**src/rtl/rotate_arbiter.sv**
```systemverilog
`default_nettype none
// ============================================================================
// Module   : rotate_arbiter
// Purpose  : Two requesters share one 1-bit-per-cycle left-rotate datapath
//            under round-robin arbitration.
// Revision : 1.0
// ============================================================================
module rotate_arbiter #(
    parameter  int N  = 8,
    localparam int RW = $clog2(N)
) (
    input  logic          clk,
    input  logic          rstN,

    input  logic          req0_valid,
    input  logic [N-1:0]  req0_data,
    input  logic [RW-1:0] req0_rfactor,
    output logic          req0_ready,

    input  logic          req1_valid,
    input  logic [N-1:0]  req1_data,
    input  logic [RW-1:0] req1_rfactor,
    output logic          req1_ready,

    output logic          out_valid,
    output logic [N-1:0]  out_data,
    output logic          out_id,
    input  logic          out_ready,

    output logic          busy
);

    typedef enum logic [1:0] {
        ST_IDLE   = 2'd0,
        ST_ROTATE = 2'd1,
        ST_DONE   = 2'd2
    } state_t;

    localparam logic [RW-1:0] C_ONE  = RW'(1);
    localparam logic [RW-1:0] C_ZERO = '0;

    state_t        r_state;
    state_t        w_next_state;
    logic [N-1:0]  r_work;
    logic [RW-1:0] r_count;
    logic          r_out_id;
    logic          r_last;

    logic          w_idle;
    logic          w_any;
    logic          w_pick1;
    logic          w_grant;
    logic [N-1:0]  w_sel_data;
    logic [RW-1:0] w_sel_rfactor;
    logic [N-1:0]  w_rotated;

    // ------------------------------------------------------------------
    // Arbitration: a lone request wins outright; on a tie the requester
    // that was not granted last wins. Grants are masked while in reset.
    // ------------------------------------------------------------------
    assign w_idle        = (r_state == ST_IDLE);
    assign w_any         = req0_valid | req1_valid;
    assign w_pick1       = (req0_valid & req1_valid) ? ~r_last : req1_valid;
    assign w_grant       = rstN & w_idle & w_any;

    assign req0_ready    = w_grant & ~w_pick1;
    assign req1_ready    = w_grant &  w_pick1;

    assign w_sel_data    = w_pick1 ? req1_data    : req0_data;
    assign w_sel_rfactor = w_pick1 ? req1_rfactor : req0_rfactor;

    assign w_rotated     = {r_work[N-2:0], r_work[N-1]};

    // ------------------------------------------------------------------
    // Next-state logic
    // ------------------------------------------------------------------
    always_comb begin
        w_next_state = r_state;
        case (r_state)
            ST_IDLE: begin
                if (w_grant) begin
                    w_next_state = (w_sel_rfactor == C_ZERO) ? ST_DONE : ST_ROTATE;
                end
            end
            ST_ROTATE: begin
                if (r_count == C_ONE) begin
                    w_next_state = ST_DONE;
                end
            end
            ST_DONE: begin
                if (out_ready) begin
                    w_next_state = ST_IDLE;
                end
            end
            default: w_next_state = ST_IDLE;
        endcase
    end

    always_ff @(posedge clk or negedge rstN) begin
        if (!rstN) begin
            r_state <= ST_IDLE;
        end else begin
            r_state <= w_next_state;
        end
    end

    // ------------------------------------------------------------------
    // Datapath: capture on transfer, rotate one bit per ROTATE cycle.
    // Pointer resets to 1 so requester 0 wins the first tie.
    // ------------------------------------------------------------------
    always_ff @(posedge clk or negedge rstN) begin
        if (!rstN) begin
            r_work   <= '0;
            r_count  <= '0;
            r_out_id <= 1'b0;
            r_last   <= 1'b1;
        end else begin
            case (r_state)
                ST_IDLE: begin
                    if (w_grant) begin
                        r_work   <= w_sel_data;
                        r_count  <= w_sel_rfactor;
                        r_out_id <= w_pick1;
                        r_last   <= w_pick1;
                    end
                end
                ST_ROTATE: begin
                    r_work  <= w_rotated;
                    r_count <= r_count - C_ONE;
                end
                default: begin
                    r_work <= r_work;
                end
            endcase
        end
    end

    assign out_valid = (r_state == ST_DONE);
    assign out_data  = r_work;
    assign out_id    = r_out_id;
    assign busy      = (r_state != ST_IDLE);

endmodule
`default_nettype wire
```
**config.mk**
```make
export PLATFORM = sky130hd
export DESIGN_NAME = rotate_arbiter
export DESIGN_NICKNAME = d
export VERILOG_FILES = /design/src/rtl/rotate_arbiter.sv
export SDC_FILE = /design/constraint.sdc
export NUM_CORES = 1
export LEC_CHECK = 0
export ABC_CLOCK_PERIOD_IN_PS = 2200
export BUFFER_PORTS_ARGS = -buffer_cell sky130_fd_sc_hd__buf_2
export CORE_ASPECT_RATIO = 1.2
export CORE_MARGIN = 4
export CORE_UTILIZATION = 49
export CTS_CLUSTER_SIZE = 10
export DETAILED_ROUTE_END_ITERATION = 8
export PLACE_DENSITY_LB_ADDON = 0.3
export SYNTH_ARGS = -nofsm -noshare
export SYNTH_HDL_FRONTEND = slang
export SYNTH_SLANG_ARGS = --single-unit
```
**constraint.sdc**
```tcl
create_clock -name clk -period 2.2 [get_ports clk]
set_input_delay 0.22 -clock clk [delete_from_list [all_inputs] [get_ports clk]]
set_output_delay 0.22 -clock clk [all_outputs]
set_load 0.02 [all_outputs]
```
# [Word level (Yosys, flattened, before mapping)]
# Index checks and enable logic that the tools add are counted.
[op_classes] addsub=1 bitwise_logic=8 n_mux=12 n_eq_ne=6 n_reduce_logical=7
[ops] cell="8-bit 2-to-1 mux" count=2
[ops] cell="8-bit one-hot mux with 2 select lines" count=1
[ops] cell="2-bit 2-to-1 mux" count=4
[ops] cell="3-bit 2-to-1 mux" count=2
[ops] cell="2-bit one-hot mux with 3 select lines" count=1
[ops] cell="3-bit one-hot mux with 2 select lines" count=1
[ops] cell="1-bit AND" count=5
[ops] cell="2-bit by 1-bit inequality test with 1-bit output, second input constant" count=2
[ops] cell="2-bit AND reduction" count=2
[ops] cell="2-bit nonzero test" count=2
[ops] cell="3-bit by 1-bit equality test with 1-bit output, second input constant" count=1
[ops] cell="3-bit logical NOT" count=1
[ops] cell="3-bit AND reduction" count=1
[ops] cell="3-bit by 1-bit subtractor with 3-bit output, second input constant" count=1
[ops] cell="2-bit by 1-bit equality test with 1-bit output, second input constant" count=1
[ops] cell="2-bit equality test, second input constant" count=1
[ops] cell="2-bit logical NOT" count=1
[ops] cell="2-bit inequality test, second input constant" count=1
[ops] cell="1-bit NOT" count=2
[ops] cell="1-bit 2-to-1 mux" count=1
[ops] cell="1-bit bitwise OR" count=1
[word_totals] input_bits=27 register_bits=15 out_inout_bits=13 word_cells=39

# [Depth between registers and ports, before layout]
# Gate-level depths: netlist (run 1).
[depth] ltp_word=7 mapped_depth=5 ltp_nobuf=4

# [Least setup slack after synthesis (run 1)]
# Ideal clock, no wire load.
[synth_path] path_kind="reg2out" startpoint="register r_state[1]" endpoint="output port req1_ready" arrival_time_ps=1363 n_path_buf=0 slack_ps=617 t_required_ps=1980 path_stages_with_launch=4 path_cell_list="dfrtp_1 nor2_1 inv_1 nor3_1"
[synth_between] elab_chain_len=4
[synth_lines] element="from (decl)" line_no="42" text="state_t r_state;"
[synth_lines] element="from (signal assigned)" line_no="103" text="r_state <= w_next_state;"
[synth_lines] element="2-bit logical NOT" line_no="61" text="assign w_idle = (r_state == ST_IDLE);"
[synth_lines] element="1-bit AND (2 in series)" line_no="64" text="assign w_grant = rstN & w_idle & w_any;"
[synth_lines] element="1-bit AND" line_no="67" text="assign req1_ready = w_grant & w_pick1;"
[synth_lines] element="to (decl)" line_no="23" text="output logic req1_ready,"
# No other way between the ends.

# [Worst setup path after layout (run 1)]
[layout_path] startpoint="register r_last" endpoint="output port req1_ready"
[layout_between] elab_chain_len=3
[layout_lines] element="from (decl)" line_no="47" text="logic r_last;"
[layout_lines] element="from (signal assigned)" line_no="124" text="r_last <= w_pick1;"
[layout_lines] element="1-bit NOT" line_no="63" text="assign w_pick1 = (req0_valid & req1_valid) ? ~r_last : req1_valid;"
[layout_lines] element="1-bit 2-to-1 mux" line_no="63"
[layout_lines] element="1-bit AND" line_no="67"
# No other way between the ends.

==> run summary, run 1 <==
Final nets -> 162
Least-Margin Pin Slew -> 0.474 ns
reg2reg setup slack -> 0.49 ns
final worst path period need -> 1.98 ns
met1 GRT Util -> 23.6%
HPWL Detailed -> 1.81 mm
area of the mapped netlist -> 908 um^2
fin crit share -> 89.8%
root buffer cell -> clkbuf_4
final wirelength -> 2.27 mm
CTS tree -> done
CP required -> 1.98 ns
post-synth net total -> 121
initial antenna violation count -> 0
placed cells -> 145
Seq/Total Area, Yosys -> 41.5%
I/O pin cnt -> 40
Max-cap violations -> 0
yosys warns -> 0
ANT cells -> 0
met2 Usage GRT -> 32.8%
CTS Buf Count -> 3
fmax -> 506 MHz
Port Buffer Count -> 39
Die Y -> 55.2 um
Critical Path Source Type -> register
status -> finished, final reports clean
Worst-path clk slew -> 0.10 ns
H-tree levels -> 1
# rows -> 16
relative slew slack -> 68.4%
router iterations before antenna repair -> 4
Layout area overhead -> 26.3%
Syn Area/Cell -> 9.87 um^2
initial DRC count -> 17
peak supply drop -> 0.715 mV
synthesis-stage register bit count -> 15
final setup fails -> 0
Setup TNS Final -> 0 ns
vias in the first global route -> 873
Filler Cells Inserted -> 139
post-synthesis cell type count -> 27
die area -> 2610 um^2
PostCTS Resize Cnt -> 0
overall global routing resource usage -> 19.3%
Core Area -> 1700 um^2
pin count of the biggest net entering global routing -> 16
layout cells sized above 1 -> 36.4%
Critical Path AT -> 1.76 ns
most used routing layer in global routing -> met2
clk sinks -> 15
Crit Path Max Fanout -> 8
RSZ-0062 raised after global routing -> no
final hold vios -> 0
met3 Usage GRT -> 3.56%
GP Congestion -> 0.921
clk buf depth -> 2
Crit Path Class -> reg -> out
total number of vias -> 907
final non-filler cell total -> 150
Residual DRC -> 0
Final ANT Viol Nets -> 0
global route overflow -> 0
via density per instance -> 6.05
Worst setup EP type -> output pin
hold crit path type -> in -> async
Mapped Cells -> 92
Leakage -> 0.577 nW
global-route wire length before repair -> 3.66 mm
Slew Viols, Final -> 0
postcts setup bufs -> 0
Layout Skew -> 0.0120 ns
Worst-Skew Late Latency -> 0.28 ns
die width -> 47.3 um
average routed wire per standard cell -> 15.1 um
initial core utilization -> 53.4%
Cell Pwr Density -> 1280 nW/um^2
==> layout make-up <==
| cell class | instances | area, um^2 | share of cell area, % |
|---|---|---|---|
| Clock buffer | 3 | 22.5 | 1.96 |
| Clock inverter | 1 | 5.00 | 0.436 |
| Inverter | 4 | 15.0 | 1.31 |
| Multi-Input combinational cell | 66 | 478 | 41.7 |
| Sequential cell | 15 | 377 | 32.8 |
| Tap cell | 18 | 22.5 | 1.96 |
| Timing Repair Buffer | 43 | 228 | 19.8 |
==> cell families (layout without fill, tap and decap cells) <==
| family | after synthesis | count (layout) | share of synthesized area, % |
|---|---|---|---|
| and+or+nand+nor | 23 | 23 | 12.7 |
| AOI/OAI and AO/OA | 29 | 29 | 23.4 |
| muxes | 12 | 12 | 13.8 |
| adders and majority gates | 2 | 2 | 2.75 |
| DFF | 15 | 15 | 41.5 |
| buffers and inverters | 11 | 51 | 5.92 |
==> through the flow <==
stage	area, um^2	util (%)	power [W]	setup WS (ns)	hold slack (ns)
2_1_floorplan	908	-	0.00108	0.617	-0.0756
3_3_place_gp	1110	65.2	0.00129	0.485	0.0347
3_5_place_dp	1110	65.2	0.00131	0.486	0.0351
4_1_cts	1150	67.4	0.00147	0.212	0.245
5_1_grt	1150	67.4	0.00159	0.0751	0.259
6_report	1150	67.4	0.00146	0.224	0.258
==> flip-flops by register name (all words and copies together), names as in the netlist <==
name and cells:
out_id 1, r_last 1, out_data 8, r_count 3, r_state 2
==> path summary, 6_finish.rpt <==
check,start,endpoint,depth (start not counted)
max,r_last,req1_ready,4
min,rstN,r_count[0],2
max reg2reg,r_state[0],out_data[2],5
min reg2reg,out_id,out_id,1
max in group asynchronous,rstN,r_last,3
min in group clk,req0_rfactor[0],r_count[0],3
==> synth_stat cells <==
cell        n  share of area [%]
o211ai_1    1               0.83
a22o_1      1               0.96
inv_1       4                1.7
o2bb2ai_1   1               0.96
nor2_1      3                1.2
o21a_1      1               0.83
a211oi_1   10                8.3
buf_6       1                1.2
ha_1        2                2.8
nand2b_1    1               0.69
mux2i_1    11                 12
buf_4       1               0.83
nand2_1     2               0.83
nor2b_1     2                1.4
and3_1      2                1.4
a21o_1      2                1.7
a221o_1     1                1.1
mux2_4      1                1.7
buf_2       1               0.55
a221oi_1    1               0.96
o21ai_0     1               0.55
dfrtp_1    14                 39
dfstp_2     1                2.9
a21bo_1     1                1.1
o22ai_1     9                6.2
clkbuf_1    4                1.7
nor3_1     13                7.2
==> worst max-delay path: stages, from the launching register on <==
cell and delay (ns):
dfstp_2 0.38, a21bo_1 0.32, buf_4 0.24, nor3_1 0.29, buf_2 0.23
==> where the power goes <==
part / internal, W / total, W / switching (W)
Combinational: 0.000309 / 0.000746 / 0.000436
Sequential: 0.000414 / 0.000560 / 0.000147
Clock: 0.0000674 / 0.000159 / 0.0000917
==> routing by layer <==
metal  share of wire (%)  up-vias
met5                   0        -
met4                 1.9        0
met3                 6.4        6
met2                  50       36
met1                  41      436
li1                    -      429
==> layout by cell type, fill, tap and decap left out, types with 2 or more instances in the layout <==
cell	instances
nor2_1	3
mux2i_1	11
ha_1	2
inv_1	4
buf_2	39
nand2_1	2
clkbuf_4	3
a21o_1	2
buf_4	3
a211oi_1	10
dfrtp_1	14
o22ai_1	9
and3_1	2
nor3_1	13
nor2b_1	2
==> timing repair <==
action | in CTS | in global routing
hold endpoints to repair | 14 | 0
setup endpoints to repair | 0 | 0
hold buffers | 1 | 0
(Power assumes the default switching activity.)
==> inputs of run 2 (changes only) <==
- CORE_UTILIZATION: 49 -> 40
==> run summary, run 2 (same netlist as run 1, synthesis figures left out) <==
CTS Buf Count -> 3 (unchanged)
I/O pin cnt -> 40 (unchanged)
Leakage -> 0.575 nW (-0.47%)
Final ANT Viol Nets -> 0 (unchanged)
Crit Path Max Fanout -> 13 (+5)
clk sinks -> 15 (unchanged)
global route overflow -> 0 (unchanged)
Max-cap violations -> 0 (unchanged)
ANT cells -> 0 (unchanged)
most frequent cells in the layout -> 39 x buf_2, 14 x dfrtp_1, 13 x nor3_1
# rows -> 18 (+2)
Residual DRC -> 0 (unchanged)
HPWL Detailed -> 1.82 mm (+0.53%)
Worst-Skew Late Latency -> 0.28 ns (about the same)
WHS Endpoint -> r_count[0]
pin count of the biggest net entering global routing -> 16 (unchanged)
Setup TNS Final -> 0 ns (unchanged)
Hold Path Origin -> req0_rfactor[0]
Port Buffer Count -> 39 (unchanged)
total number of vias -> 889 (-2.0%)
CTS tree -> done
overall global routing resource usage -> 16.6% (-2.7 points)
fmax -> 492 MHz (-2.8%)
Hold Crit Depth -> 3
final non-filler cell total -> 162 (+8.0%)
vias in the first global route -> 921 (+5.5%)
die width -> 51.5 um (+8.9%)
final worst path period need -> 2.03 ns (+0.0564 ns)
PostCTS Resize Cnt -> 0 (unchanged)
status -> finished, final reports clean
Least-Margin Pin Slew -> 0.514 ns (+0.0401 ns)
fin crit share -> 92.4% (+2.6 points)
Critical Path Source Type -> primary input
layout cells sized above 1 -> 35.6% (-0.76 points)
Final nets -> 162 (unchanged)
initial core utilization -> 42.9% (-10 points)
most used cell, CP -> buf_2
global-route wire length before repair -> 3.92 mm (+7.2%)
router iterations before antenna repair -> 4 (unchanged)
reg2reg start -> r_state[0]
root buffer cell -> clkbuf_4
Core Area -> 2120 um^2 (+24%)
clk buf depth -> 2 (unchanged)
Worst-path clk slew -> 0.09 ns (about the same)
relative slew slack -> 65.7% (-2.7 points)
Critical Path AT -> 1.81 ns (+0.05 ns)
hold crit path type -> in -> reg
postcts setup bufs -> 0 (unchanged)
leading cell type in the layout, fill and taps excluded -> buf_2
number of flip-flops in the largest register -> 8 (unchanged)
GP Congestion -> 0.927 (+0.73%)
Cell Pwr Density -> 1270 nW/um^2 (-0.75%)
die area -> 3100 um^2 (+19%)
Layout area overhead -> 27.8%
CP required -> 1.98 ns (about the same)
final setup fails -> 0 (unchanged)
Worst setup EP type -> output pin
Slowest-stage cell, CP -> dlygate4sd3_1
H-tree levels -> 1 (unchanged)
average routed wire per standard cell -> 14.5 um (-4.4%)
final hold vios -> 0 (unchanged)
Crit Path Class -> in -> out
final wirelength -> 2.35 mm (+3.3%)
placed cells -> 157 (+8.3%)
peak supply drop -> 0.628 mV (-12%)
RSZ-0062 raised after global routing -> no
Die Y -> 60.2 um (+9.1%)
Largest stage delay, worst path -> 0.53 ns (+0.15 ns)
initial DRC count -> 14 (-3)
origin of the worst setup path -> rstN
Slew Viols, Final -> 0 (unchanged)
Register-to-Register Path Depth -> 5 (unchanged)
initial antenna violation count -> 0 (unchanged)
Layout Skew -> 0.00393 ns (-0.00811 ns)
Reg2Reg Capture Point -> out_data[5]
critical-path cell list -> dlygate4sd3_1, buf_2, o21a_1, and3_1, buf_2
via density per instance -> 5.49 (-9.2%)
reg2reg setup slack -> 0.50 ns (about the same)
==> run 2: cell count changes in the layout (fill, tap and decap cells not counted) <==
cell,previous run,this run
clkinv_2,1,0
clkbuf_1,0,1
==> run 2: what timing repair did <==
action | in CTS | in global routing
hold endpoints to repair | 6 | 0
setup endpoints to repair | 0 | 0
hold buffers | 1 | 0
==> run 2: how the worst max path moves through the flow <==
stage                   to  slack (ns)  depth (start not counted)
5_1_grt         req0_ready        0.03                          5
3_5_place_dp   out_data[2]        0.54                          5
2_1_floorplan   req1_ready        0.62                          3
4_1_cts         req0_ready        0.12                          5
6_report        req0_ready        0.17                          5
3_3_place_gp   out_data[5]        0.56                          5
==> run 2: metrics by stage <==
step                      setup WS, ns  utilization [%]  instance area (um^2)  power [W]  hold slack [ns]
after floorplan                  0.617                -                   908    0.00108          -0.0756
after global placement           0.564             53.1                  1120    0.00130           0.0859
after detailed placement         0.544             53.1                  1120    0.00131           0.0826
after CTS                        0.123             54.8                  1160    0.00148            0.233
after global routing            0.0329             54.8                  1160    0.00160            0.272
final                            0.167             54.8                  1160    0.00147            0.243
==> run 2: worst max-delay path: cells and delay by family <==
family	cells	cell delay, ns
AO/OA/AOI/OAI	1	0.46
AND/OR/NAND/NOR	1	0.22
buffers and inverters	3	0.92
==> run 2: where the power goes <==
group	switching [W]	internal [W]	total (W)	leakage, nW
Clock	0.0000885	0.0000703	0.000159	0.0150
Sequential	0.000150	0.000413	0.000564	0.168
Combinational	0.000440	0.000309	0.000749	0.392
Total	0.000679	0.000792	0.00147	0.575
==> run 2: area by class of cell <==
cell class	count	area, um^2
flip-flops and latches	15	377
repair buffers	43	228
multi-input cells	66	478
fillers	199	956
inverters	4	15.0
well taps	30	37.5
clock buffers	4	26.3
==> run 2: metal layers <==
layer  wire length, um  share of wire [%]  global-route usage (%)  vias to the layer above
li1                  -                  -                       -                      438
met1              1060                 45                    20.3                      418
met2              1160                 49                    28.7                       29
met3               104                4.4                    3.24                        4
met4                26                1.1                    6.37                        0
met5                 0                  0                       0                        -
==> inputs of run 3 (changes only) <==
- ABC_CLOCK_PERIOD_IN_PS: 2200 -> 2180
- CTS_CLUSTER_SIZE: 10 -> 14
- clock period: 2.2 -> 2.18 ns (I/O delays scaled with it)
==> run summary, run 3 (same netlist as run 1, synthesis figures left out) <==
die width -> 51.5 um (unchanged)
layout cells sized above 1 -> 37.1% (+1.5 points)
via density per instance -> 5.72 (+4.3%)
post-place instance area -> 1120 um^2 (unchanged)
Max-cap violations -> 0 (unchanged)
Layout Skew -> 0.00959 ns (+0.00566 ns)
total number of vias -> 927 (+4.3%)
H-tree levels -> 1 (unchanged)
peak supply drop -> 0.653 mV (+4.1%)
initial antenna violation count -> 0 (unchanged)
Worst-path clk slew -> 0.10 ns (about the same)
clk buf depth -> 2 (unchanged)
# rows -> 18 (unchanged)
Crit Path Max Fanout -> 13 (unchanged)
Final Cell Area -> 1160 um^2 (+0.32%)
Least-Margin Pin Slew -> 0.531 ns (+0.0168 ns)
Filler Cells Inserted -> 229 (+15%)
die area -> 3100 um^2 (unchanged)
average routed wire per standard cell -> 15.3 um (+6.0%)
most frequent cells in the layout -> 39 x buf_2, 14 x dfrtp_1, 13 x nor3_1
initial core utilization -> 42.9% (unchanged)
ANT cells -> 0 (unchanged)
pre-CTS setup slack -> 0.514 ns (-0.0293 ns)
Layout area overhead -> 28.2%
final hold vios -> 0 (unchanged)
Cell Pwr Density -> 1290 nW/um^2 (+1.8%)
clk sinks -> 15 (unchanged)
CP required -> 1.96 ns (-0.02 ns)
CTS Buf Count -> 3 (unchanged)
setup ws final -> 0.139 ns (-0.0281 ns)
Multi-input gate area -> 480 um^2 (+0.52%)
reg2reg setup slack -> 0.49 ns (about the same)
initial DRC count -> 20 (+6)
final wirelength -> 2.49 mm (+6.0%)
storage element area -> 377 um^2 (unchanged)
Critical Path Source Type -> primary input
router iterations before antenna repair -> 4 (unchanged)
Worst setup EP type -> output pin
vias in the first global route -> 923 (+0.22%)
HPWL Detailed -> 1.90 mm (+4.5%)
GP Congestion -> 0.911 (-1.7%)
pin count of the biggest net entering global routing -> 16 (unchanged)
Worst-Skew Late Latency -> 0.29 ns (about the same)
number of flip-flops in the largest register -> 8 (unchanged)
Critical Path AT -> 1.82 ns (about the same)
Port Buffer Count -> 39 (unchanged)
Crit Path Class -> in -> out
relative slew slack -> 64.6% (-1.1 points)
final worst path period need -> 2.04 ns
fmax -> 490 MHz
Final nets -> 162 (unchanged)
Slew Viols, Final -> 0 (unchanged)
Die Y -> 60.2 um (unchanged)
postcts setup bufs -> 0 (unchanged)
Leakage -> 0.577 nW (+0.50%)
root buffer cell -> clkbuf_4
CTS tree -> done
I/O pin cnt -> 40 (unchanged)
leading cell type in the layout, fill and taps excluded -> buf_2
RSZ-0062 raised after global routing -> no
global route overflow -> 0 (unchanged)
Residual DRC -> 0 (unchanged)
final setup fails -> 0 (unchanged)
hold crit path type -> in -> reg
Setup TNS Final -> 0 ns (unchanged)
global-route wire length before repair -> 3.88 mm (-0.89%)
final hold slack -> 0.226 ns (-0.0170 ns)
status -> finished, final reports clean
fin crit share -> 93.6%
overall global routing resource usage -> 16.6% (-0.017 points)
Core Area -> 2120 um^2 (unchanged)
Final ANT Viol Nets -> 0 (unchanged)
-- run 3: changes by cell type in the layout (fill, tap and decap cells not counted), sizes merged --
cell	change
clkinv	+1
clkbuf	-1
-- run 3: worst paths after layout --
path	from	endpoint	depth (start not counted)
hold / removal	req1_rfactor[0]	r_count[0]	3
min in group asynchronous	rstN	out_data[1]	2
max in group asynchronous	rstN	out_data[5]	3
hold reg to reg	out_id	out_id	1
setup reg to reg	r_state[0]	out_data[4]	5
setup / recovery	rstN	req0_ready	5
-- run 3: critical path, cell delays in order --
cell	delay [ns]
dlygate4sd3_1	0.52
buf_2	0.24
o21a_1	0.46
and3_1	0.21
buf_2	0.16
-- run 3: timing repair --
action	4_1_cts	5_1_grt
endpoints found under the setup margin	0	1
hold endpoints to repair	6	0
resized for setup	0	1
hold buffers	1	0
-- run 3: cell type report --
cell class,instances,share of cell area (%)
tap,30,3.22
timing repair buffer,43,19.5
inverter,4,1.29
multi-input combinational,66,41.2
clock buffer,3,1.93
clock inverter,1,0.430
sequential,15,32.3
-- run 3: metal layers --
layer  routed length, um  vias to the layer above  GRT usage [%]
met4                  30                        0           7.87
met5                   0                        -              0
li1                    -                      433              -
met1                 988                      449           19.0
met3                 173                        4           3.99
met2                1290                       41           28.9
-- run 3: report_power, final --
part	leakage (nW)	switching, W	internal [W]	total [W]
Clock	0.0177	0.0000952	0.0000681	0.000163
Combinational	0.392	0.000450	0.000314	0.000763
Sequential	0.168	0.000159	0.000417	0.000577
-- run 3: metrics by stage --
step	cells	total power (W)	utilization [%]
after CTS	162	0.00150	54.9
after detailed placement	157	0.00133	53.1
after global routing	162	0.00162	55.0
final	162	0.00150	55.0
after floorplan	92	0.00109	-
after global placement	157	0.00131	53.1
